[config.mk]
export PLATFORM = sky130hd
export DESIGN_NAME = spwm_sequencer
export DESIGN_NICKNAME = d
export VERILOG_FILES = /design/src/rtl/spwm_pkg.sv /design/src/rtl/spwm_sine_rom.sv /design/src/rtl/spwm_sequencer.sv
export SDC_FILE = /design/constraint.sdc
export NUM_CORES = 2
export LEC_CHECK = 0
export BUFFER_PORTS_ARGS = -buffer_cell sky130_fd_sc_hd__buf_2
export CAP_MARGIN = 30
export CELL_PAD_IN_SITES_DETAIL_PLACEMENT = 1
export CELL_PAD_IN_SITES_GLOBAL_PLACEMENT = 2
export CORE_ASPECT_RATIO = 0.5
export CORE_MARGIN = 2
export CORE_UTILIZATION = 42
export CTS_CLUSTER_SIZE = 40
export DETAILED_ROUTE_END_ITERATION = 10
export PLACE_DENSITY = 0.85
export RECOVER_POWER = 50
export SETUP_SLACK_MARGIN = 0.4
export SYNTH_ARGS = -nofsm -noshare
export SYNTH_HDL_FRONTEND = slang
export SYNTH_SLANG_ARGS = --single-unit
[constraint.sdc]
create_clock -name csi_clk -period 12.4 [get_ports csi_clk]
set_clock_uncertainty 0.1 [all_clocks]
set_input_delay 0.62 -clock csi_clk [delete_from_list [all_inputs] [get_ports csi_clk]]
set_output_delay 0.62 -clock csi_clk [all_outputs]
set_load 0.01 [all_outputs]
[src/rtl/spwm_pkg.sv]
// spwm_pkg: shared constants and FSM state type for the SPWM sine sequencer
package spwm_pkg;
    localparam logic [2:0] ADDR_CTRL   = 3'd0;
    localparam logic [2:0] ADDR_PERIOD = 3'd1;
    localparam logic [2:0] ADDR_FSTEP  = 3'd2;
    localparam logic [2:0] ADDR_AMP    = 3'd3;
    localparam logic [2:0] ADDR_STATUS = 3'd4;
    localparam int SIN_MID = 2048;
    localparam int PROD_W  = 44;
    typedef enum logic [2:0] {S_IDLE, S_LOOKUP, S_SCALE, S_MUL, S_UPDATE} state_t;
endpackage

[src/rtl/spwm_sine_rom.sv]
// spwm_sine_rom: synchronous sine ROM, s[i] = round(2048 + 2047*sin(2*pi*i/256)), one-cycle read latency
//   i_clk  : clock
//   i_addr : table index (top 8 bits select one of 256 points)
//   o_data : offset-binary sample, registered
module spwm_sine_rom
    import spwm_pkg::*;
#(
    parameter int AW = 8,
    parameter int DW = 12
) (
    input  logic          i_clk,
    input  logic [AW-1:0] i_addr,
    output logic [DW-1:0] o_data
);
    // First quadrant of round(2047*sin), points 0..64; the other three are folded from it.
    localparam int Q [65] = '{
           0,   50,  100,  151,  201,  251,  300,  350,  399,  449,
         497,  546,  594,  642,  690,  737,  783,  830,  875,  920,
         965, 1009, 1052, 1095, 1137, 1179, 1219, 1259, 1299, 1337,
        1375, 1411, 1447, 1483, 1517, 1550, 1582, 1614, 1644, 1674,
        1702, 1729, 1756, 1781, 1805, 1828, 1850, 1871, 1891, 1910,
        1927, 1944, 1959, 1973, 1986, 1997, 2008, 2017, 2025, 2032,
        2037, 2041, 2045, 2046, 2047
    };
    logic [7:0]  w_a;
    logic [6:0]  w_j;
    logic [11:0] w_q;
    assign w_a = i_addr[AW-1 -: 8];
    // Second half of each half-wave mirrors the first: index 128-m, taken mod 128.
    assign w_j = w_a[6] ? 7'd0 - w_a[6:0] : w_a[6:0];
    assign w_q = 12'(Q[w_j]);
    always_ff @(posedge i_clk) begin
        o_data <= DW'(w_a[7] ? 12'(SIN_MID) - w_q : 12'(SIN_MID) + w_q);
    end
endmodule

[src/rtl/spwm_sequencer.sv]
// spwm_sequencer: Avalon-MM sine-modulation controller loading period/duty into the PWM core each carrier tick
//   csi_clk/csi_reset : clock, synchronous active-high reset
//   avs_*             : register slave (CTRL, PERIOD, FSTEP, AMP, STATUS), registered readdata
//   period_tick       : carrier wrap pulse from the PWM core
//   pwm_en/pwm_t/pwm_d: PWM core enable, period, duty threshold
//   irq               : level interrupt on phase wrap, present only when SPWM_IRQ_EN is defined
module spwm_sequencer
    import spwm_pkg::*;
#(
    parameter int ROM_AW = 8,
    parameter int SIN_W  = 12
) (
    input  logic        csi_clk,
    input  logic        csi_reset,
    input  logic        avs_chipselect,
    input  logic [2:0]  avs_address,
    input  logic        avs_write,
    input  logic [31:0] avs_writedata,
    input  logic        avs_read,
    output logic [31:0] avs_readdata,
    input  logic        period_tick,
    output logic        pwm_en,
    output logic [31:0] pwm_t,
    output logic [31:0] pwm_d,
    output logic        irq
);
    state_t              r_state;
    logic                r_en, r_ovr;
    logic [31:0]         r_period, r_fstep, r_phase, r_t, r_d, r_rdata;
    logic [15:0]         r_amp;
    logic signed [SIN_W:0] r_scaled;
    logic [PROD_W-1:0]   r_prod;
    logic                w_wr, w_wr_ctrl, w_wr_status, w_clr, w_busy, w_accept, w_overrun;
    logic                w_irq_en, w_irqp;
    logic [31:0]         w_next, w_rdata;
    logic [SIN_W-1:0]    w_sin;
    logic signed [SIN_W:0]    w_delta;
    logic signed [SIN_W+17:0] w_mul;
    logic [SIN_W:0]      w_level;
    logic                w_unused;
    assign w_wr        = avs_chipselect & avs_write;
    assign w_wr_ctrl   = w_wr & (avs_address == ADDR_CTRL);
    assign w_wr_status = w_wr & (avs_address == ADDR_STATUS);
    assign w_clr       = w_wr_ctrl & avs_writedata[1];
    assign w_busy      = r_state != S_IDLE;
    // UPDATE is the last busy cycle; a tick there starts the next sequence back to back.
    assign w_accept    = period_tick & r_en & (r_state == S_IDLE || r_state == S_UPDATE);
    assign w_overrun   = period_tick & r_en & w_busy & (r_state != S_UPDATE);
    assign w_delta     = $signed({1'b0, w_sin}) - $signed((SIN_W+1)'(SIN_MID));
    assign w_mul       = w_delta * $signed({1'b0, r_amp});
    assign w_level     = r_scaled + (SIN_W+1)'(SIN_MID);
    assign w_unused    = ^{w_mul[SIN_W+17], w_level[SIN_W], r_prod[PROD_W-33:0]};
    assign w_rdata = avs_address == ADDR_CTRL   ? {29'd0, w_irq_en, 1'b0, r_en} :
                     avs_address == ADDR_PERIOD ? r_period :
                     avs_address == ADDR_FSTEP  ? r_fstep :
                     avs_address == ADDR_AMP    ? {16'd0, r_amp} :
                     avs_address == ADDR_STATUS ? {29'd0, w_irqp, r_ovr, w_busy} : 32'd0;
    assign avs_readdata = r_rdata;
    assign pwm_en = r_en;
    assign pwm_t  = r_t;
    assign pwm_d  = r_d;
`ifdef SPWM_IRQ_EN
    logic r_irq_en, r_irqp, r_irq, w_carry;
    assign {w_carry, w_next} = {1'b0, r_phase} + {1'b0, r_fstep};
    assign w_irq_en = r_irq_en;
    assign w_irqp   = r_irqp;
    assign irq      = r_irq;
    always_ff @(posedge csi_clk) begin
        if (csi_reset) begin
            r_irq_en <= 1'b0;
            r_irqp   <= 1'b0;
            r_irq    <= 1'b0;
        end else begin
            if (w_wr_ctrl) r_irq_en <= avs_writedata[2];
            // A clear that wins over the add suppresses the wrap; a new wrap beats a W1C.
            r_irqp <= (w_accept & ~w_clr & w_carry) | (r_irqp & ~(w_wr_status & avs_writedata[2]));
            r_irq  <= r_irqp & r_irq_en;
        end
    end
`else
    assign w_next   = r_phase + r_fstep;
    assign w_irq_en = 1'b0;
    assign w_irqp   = 1'b0;
    assign irq      = 1'b0;
`endif
    spwm_sine_rom #(.AW(ROM_AW), .DW(SIN_W)) u_rom (
        .i_clk (csi_clk),
        .i_addr(r_phase[31 -: ROM_AW]),
        .o_data(w_sin)
    );
    always_ff @(posedge csi_clk) begin
        if (csi_reset) begin
            r_state  <= S_IDLE;
            r_en     <= 1'b0;
            r_ovr    <= 1'b0;
            r_period <= '0;
            r_fstep  <= '0;
            r_amp    <= '0;
            r_phase  <= '0;
            r_scaled <= '0;
            r_prod   <= '0;
            r_t      <= '0;
            r_d      <= '0;
            r_rdata  <= '0;
        end else begin
            if (w_wr_ctrl) r_en <= avs_writedata[0];
            if (w_wr && avs_address == ADDR_PERIOD) r_period <= avs_writedata;
            if (w_wr && avs_address == ADDR_FSTEP) r_fstep <= avs_writedata;
            if (w_wr && avs_address == ADDR_AMP) r_amp <= avs_writedata[15:0];
            if (avs_chipselect & avs_read) r_rdata <= w_rdata;
            r_phase <= w_clr ? '0 : (w_accept ? w_next : r_phase);
            r_ovr   <= w_overrun | (r_ovr & ~(w_wr_status & avs_writedata[1]));
            if (!r_en) begin
                r_state <= S_IDLE;
                r_d     <= '0;
                r_t     <= r_period;
            end else begin
                case (r_state)
                    S_IDLE:   r_state <= w_accept ? S_LOOKUP : S_IDLE;
                    S_LOOKUP: r_state <= S_SCALE;
                    S_SCALE: begin
                        r_scaled <= w_mul[SIN_W+16:16];
                        r_state  <= S_MUL;
                    end
                    S_MUL: begin
                        r_prod  <= PROD_W'(r_period) * PROD_W'(w_level[SIN_W-1:0]);
                        r_state <= S_UPDATE;
                    end
                    S_UPDATE: begin
                        r_d     <= r_prod[PROD_W-1 -: 32];
                        r_t     <= r_period;
                        r_state <= w_accept ? S_LOOKUP : S_IDLE;
                    end
                    default:  r_state <= S_IDLE;
                endcase
            end
        end
    end
endmodule

==> flow_metrics.env <==
export IMPL_run_status="complete, but fails checks"
export IMPL_violations="capacitance limit, slew limit"
export IMPL_netlist_instances=3687
export IMPL_fmax_mhz=134.6
export IMPL_netSwitchingFraction_pct=25.76
export IMPL_intPower_uw=1409
export IMPL_area_growth_pct=7.903
export IMPL_cp_end_kind="register"
export IMPL_max_stage_delay_ps=660
export IMPL_path_clk_slew_ps=70
export IMPL_finalCriticalPeriod_ps=7428
export IMPL_slowest_stage="o311ai_1"
export IMPL_core_sq_mm=0.07122
export IMPL_fp_row_count=69
export IMPL_drt_pass1_iterations=5
export IMPL_cts_buffer_depth=3
export IMPL_min_path_type="in -> reg"
export IMPL_synth_edf_count=0
export IMPL_synthXorXnorAreaFrac_pct=2.561
export IMPL_io_pins=139
export IMPL_vias=25280
export IMPL_tns_ps=0
export IMPL_hold_viol=0
export IMPL_grtUsageTotal_pct=25.95
export IMPL_power_uw=1898
export IMPL_p_switching_uw=488.9
export IMPL_critPathMaxFanout=21
export IMPL_worstPathArrival_ps=7790
export IMPL_cts_hold_buf=0
export IMPL_avgSynthCellArea_sq_um=8.227
export IMPL_rr_worst_depth=21
export IMPL_worst_slew_pin_slew_ps=5299
export IMPL_ctsHtreeMaxLevel=1
export IMPL_worst_r2r_endpoint="r_prod[40]$_SDFFE_PP0P_"
export IMPL_hold_path_depth=3
export IMPL_synth_area_sq_mm=0.03033
export IMPL_nFillCells=8626
export IMPL_totalWireLength_um=95130
export IMPL_clock_power_share_pct=49.1
export IMPL_rsz0062_at_grt="no"
export IMPL_fin_area_sq_mm=0.03273
export IMPL_grt_max_degree=107
export IMPL_dpl_instance_area_sq_mm=0.03189
export IMPL_startpoint="r_scaled[6]$_SDFFE_PP0P_"
export IMPL_holdPathEnd="r_fstep[16]$_SDFFE_PP0P_"
export IMPL_crit_chain="buf_4 -> nand2_1 -> fa_1 -> inv_1 -> fa_1 -> fa_1 -> fa_1 -> inv_1 -> fa_1 -> inv_1 -> ha_1 -> a21oi_1 -> o22ai_1 -> o22ai_1 -> nor2_1 -> o311ai_1 -> a21oi_1 -> o21ai_0 -> a21oi_1 -> or4b_2 -> a31oi_1"
export IMPL_portBuffers=137
export IMPL_ys_seq_area_share_pct=17.75
export IMPL_power_density_mw_per_mm2=57.98
export IMPL_grt_pass1_wl_um=153900
export IMPL_power_frac_seq_pct=46.3
export IMPL_async_flop_share_pct=0
export IMPL_drtIter0Drc=1241
export IMPL_layout_cells_non_filler=4680
export IMPL_p_leak_uw=0.01512
export IMPL_synth_fa_ha_area_share_pct=38.48
export IMPL_irDropWorstVdd_mv=0.1042
export IMPL_yosys_area_share_simple_pct=19.41
export IMPL_die_area_sq_mm=0.07452
export IMPL_r2r_start="r_scaled[6]$_SDFFE_PP0P_"
export IMPL_avgRoutedWirePerCell_um=20.33
export IMPL_antenna_found_initial=2
export IMPL_cts_tree="done"
export IMPL_period_share_pct=59.91
export IMPL_final_util_pct=45.96
export IMPL_hpwlAfterDp_um=72950
export IMPL_layout_drive_gt1_share_pct=4.894
export IMPL_chipHeight_um=194.0
export IMPL_combPwrFrac_pct=4.6
export IMPL_synthMuxAreaShare_pct=0.5486
export IMPL_dp_cells=4623
export IMPL_slew_headroom_pct=-253.3
export IMPL_root_buffer="clkbuf_16"
export IMPL_initial_core_util_pct=42.59
export IMPL_clock_latency_ps=630
export IMPL_syn_nets=4389
export IMPL_grt_pass1_vias=27490
export IMPL_die_width_um=384.1
export IMPL_drv_cap=4
export IMPL_globalRouteOverflowTotal=0
export IMPL_synth_distinct_cells=78
export IMPL_setup_viol=0
export IMPL_fin_nets=4398
export IMPL_holdCritStartpoint="avs_writedata[16]"
export IMPL_postCtsSetupBuffers=0
export IMPL_start_kind="register"
export IMPL_synth_warnings=0
export IMPL_via_per_inst=5.402
export IMPL_numClockSinks=269
export IMPL_ys_ff_latch=269
export IMPL_path_class="reg -> reg"
export IMPL_required_ps=12760
export IMPL_synth_top_family_by_area="adder cells"
export IMPL_cts_made_buffers=29
export IMPL_rrSetupSlack_ps=4970
export IMPL_cts_resized_gates=0
export IMPL_synth_compound_gate_area_share_pct=12.20
export IMPL_gp_congestion=0.8273
export IMPL_path_common_cell="fa_1"
export IMPL_slew_violations=255
export IMPL_drc=0
export IMPL_synthFlopType="dfxtp_1"
export IMPL_ant_nets=0
==> metrics by stage <==
step / hold WS [ps] / setup slack [ps]
final: 146.5 / 4972
after global routing: 142.5 / 4571
after CTS: 131.0 / 5167
after detailed placement: 343.4 / 5207
after global placement: 337.1 / 5383
after floorplan: 324.9 / 6197
==> how the worst max path moves through the flow <==
stage | end | slack (ps) | depth (start not counted)
floorplan | r_scaled[11]$_SDFFE_PP0P_ | 6200 | 22
global placement | r_prod[40]$_SDFFE_PP0P_ | 5380 | 21
detailed placement | r_prod[40]$_SDFFE_PP0P_ | 5210 | 21
CTS | r_prod[40]$_SDFFE_PP0P_ | 5170 | 21
global route | r_phase[24]$_SDFFE_PP0P_ | 4570 | 7
finish | r_prod[40]$_SDFFE_PP0P_ | 4970 | 21
==> logic make-up after synthesis <==
kind of cell    after synthesis
compound gates              603
xor+xnor                     84
fa+ha+maj                   661
buf+inv                     721
flops                       269
mux                          15
other cells                   1
simple gates               1333
==> cell usage in the layout (no fill, tap or decap), types with 32 or more instances in the layout <==
master,synthesis,routed
xnor2_1,54,54
nor2_1,118,117
a21o_1,40,40
nor2b_1,45,43
a22oi_1,32,32
a21oi_1,288,288
dfxtp_1,269,267
fa_1,453,453
buf_2,10,38
buf_4,4,52
ha_1,208,208
inv_1,501,501
nand2_1,857,857
o21ai_0,82,83
and2_1,159,159
clkbuf_1,198,110
nand2b_1,32,32
==> sequential cells by signal, summed over array words and instances (netlist names), 16 cells and up <==
register,cells
avs_readdata,32
pwm_d,32
pwm_t,32
r_fstep,32
r_period,32
r_phase,32
r_prod,32
r_amp,16
==> power by group through the flow <==
stage	registers, uW	clock network, uW	logic (uW)
after detailed placement	898	0	87.9
after global routing	878	984	95.2
after global placement	898	0	86.4
after floorplan	892	0	51.0
after CTS	878	942	88.2
final	878	931	88.0
==> cell usage after synthesis, types with 28 or more instances <==
cell | number | area, sq um
nor2_1 | 118 | 442.9
nand3_1 | 28 | 140.1
o21ai_0 | 82 | 410.4
inv_1 | 501 | 1881
clkbuf_1 | 198 | 743.2
fa_1 | 453 | 9069
ha_1 | 208 | 2603
nand2_1 | 857 | 3217
and2_1 | 159 | 994.7
a22oi_1 | 32 | 240.2
a21o_1 | 40 | 300.3
dfxtp_1 | 269 | 5385
nand2b_1 | 32 | 200.2
a21oi_1 | 288 | 1441
xnor2_1 | 54 | 473.0
nor2b_1 | 45 | 281.5
==> final cells by class <==
cell class | count | area (sq um) | area share, %
timing repair buffer | 196 | 1037 | 3.169
clock inverter | 12 | 150.1 | 0.4587
antenna | 3 | 7.507 | 0.02294
clock buffer | 42 | 834.6 | 2.550
multi-input combinational | 2697 | 22230 | 67.91
tap | 958 | 1199 | 3.662
sequential | 269 | 5388 | 16.46
inverter | 503 | 1888 | 5.768
==> per-layer routing <==
layer	share of wire [%]	wire length (um)	global-route usage (%)	vias to the layer above
met1	45	43200	35.62	13080
li1	-	-	-	11620
met2	49	46460	44.62	459
met3	3.9	3700	2.475	115
met4	1.9	1764	5.098	0
met5	0	0	0	-
==> critical path: cells and delay by family (launching register included) <==
kind	cells	cell delay, ps
AOI/OAI and AO/OA	8	2320
adders and majority gates	6	2810
buffers and inverters	4	530
DFF	1	640
and+or+nand+nor	3	850
Note: power is estimated with default switching activity, not from simulation.
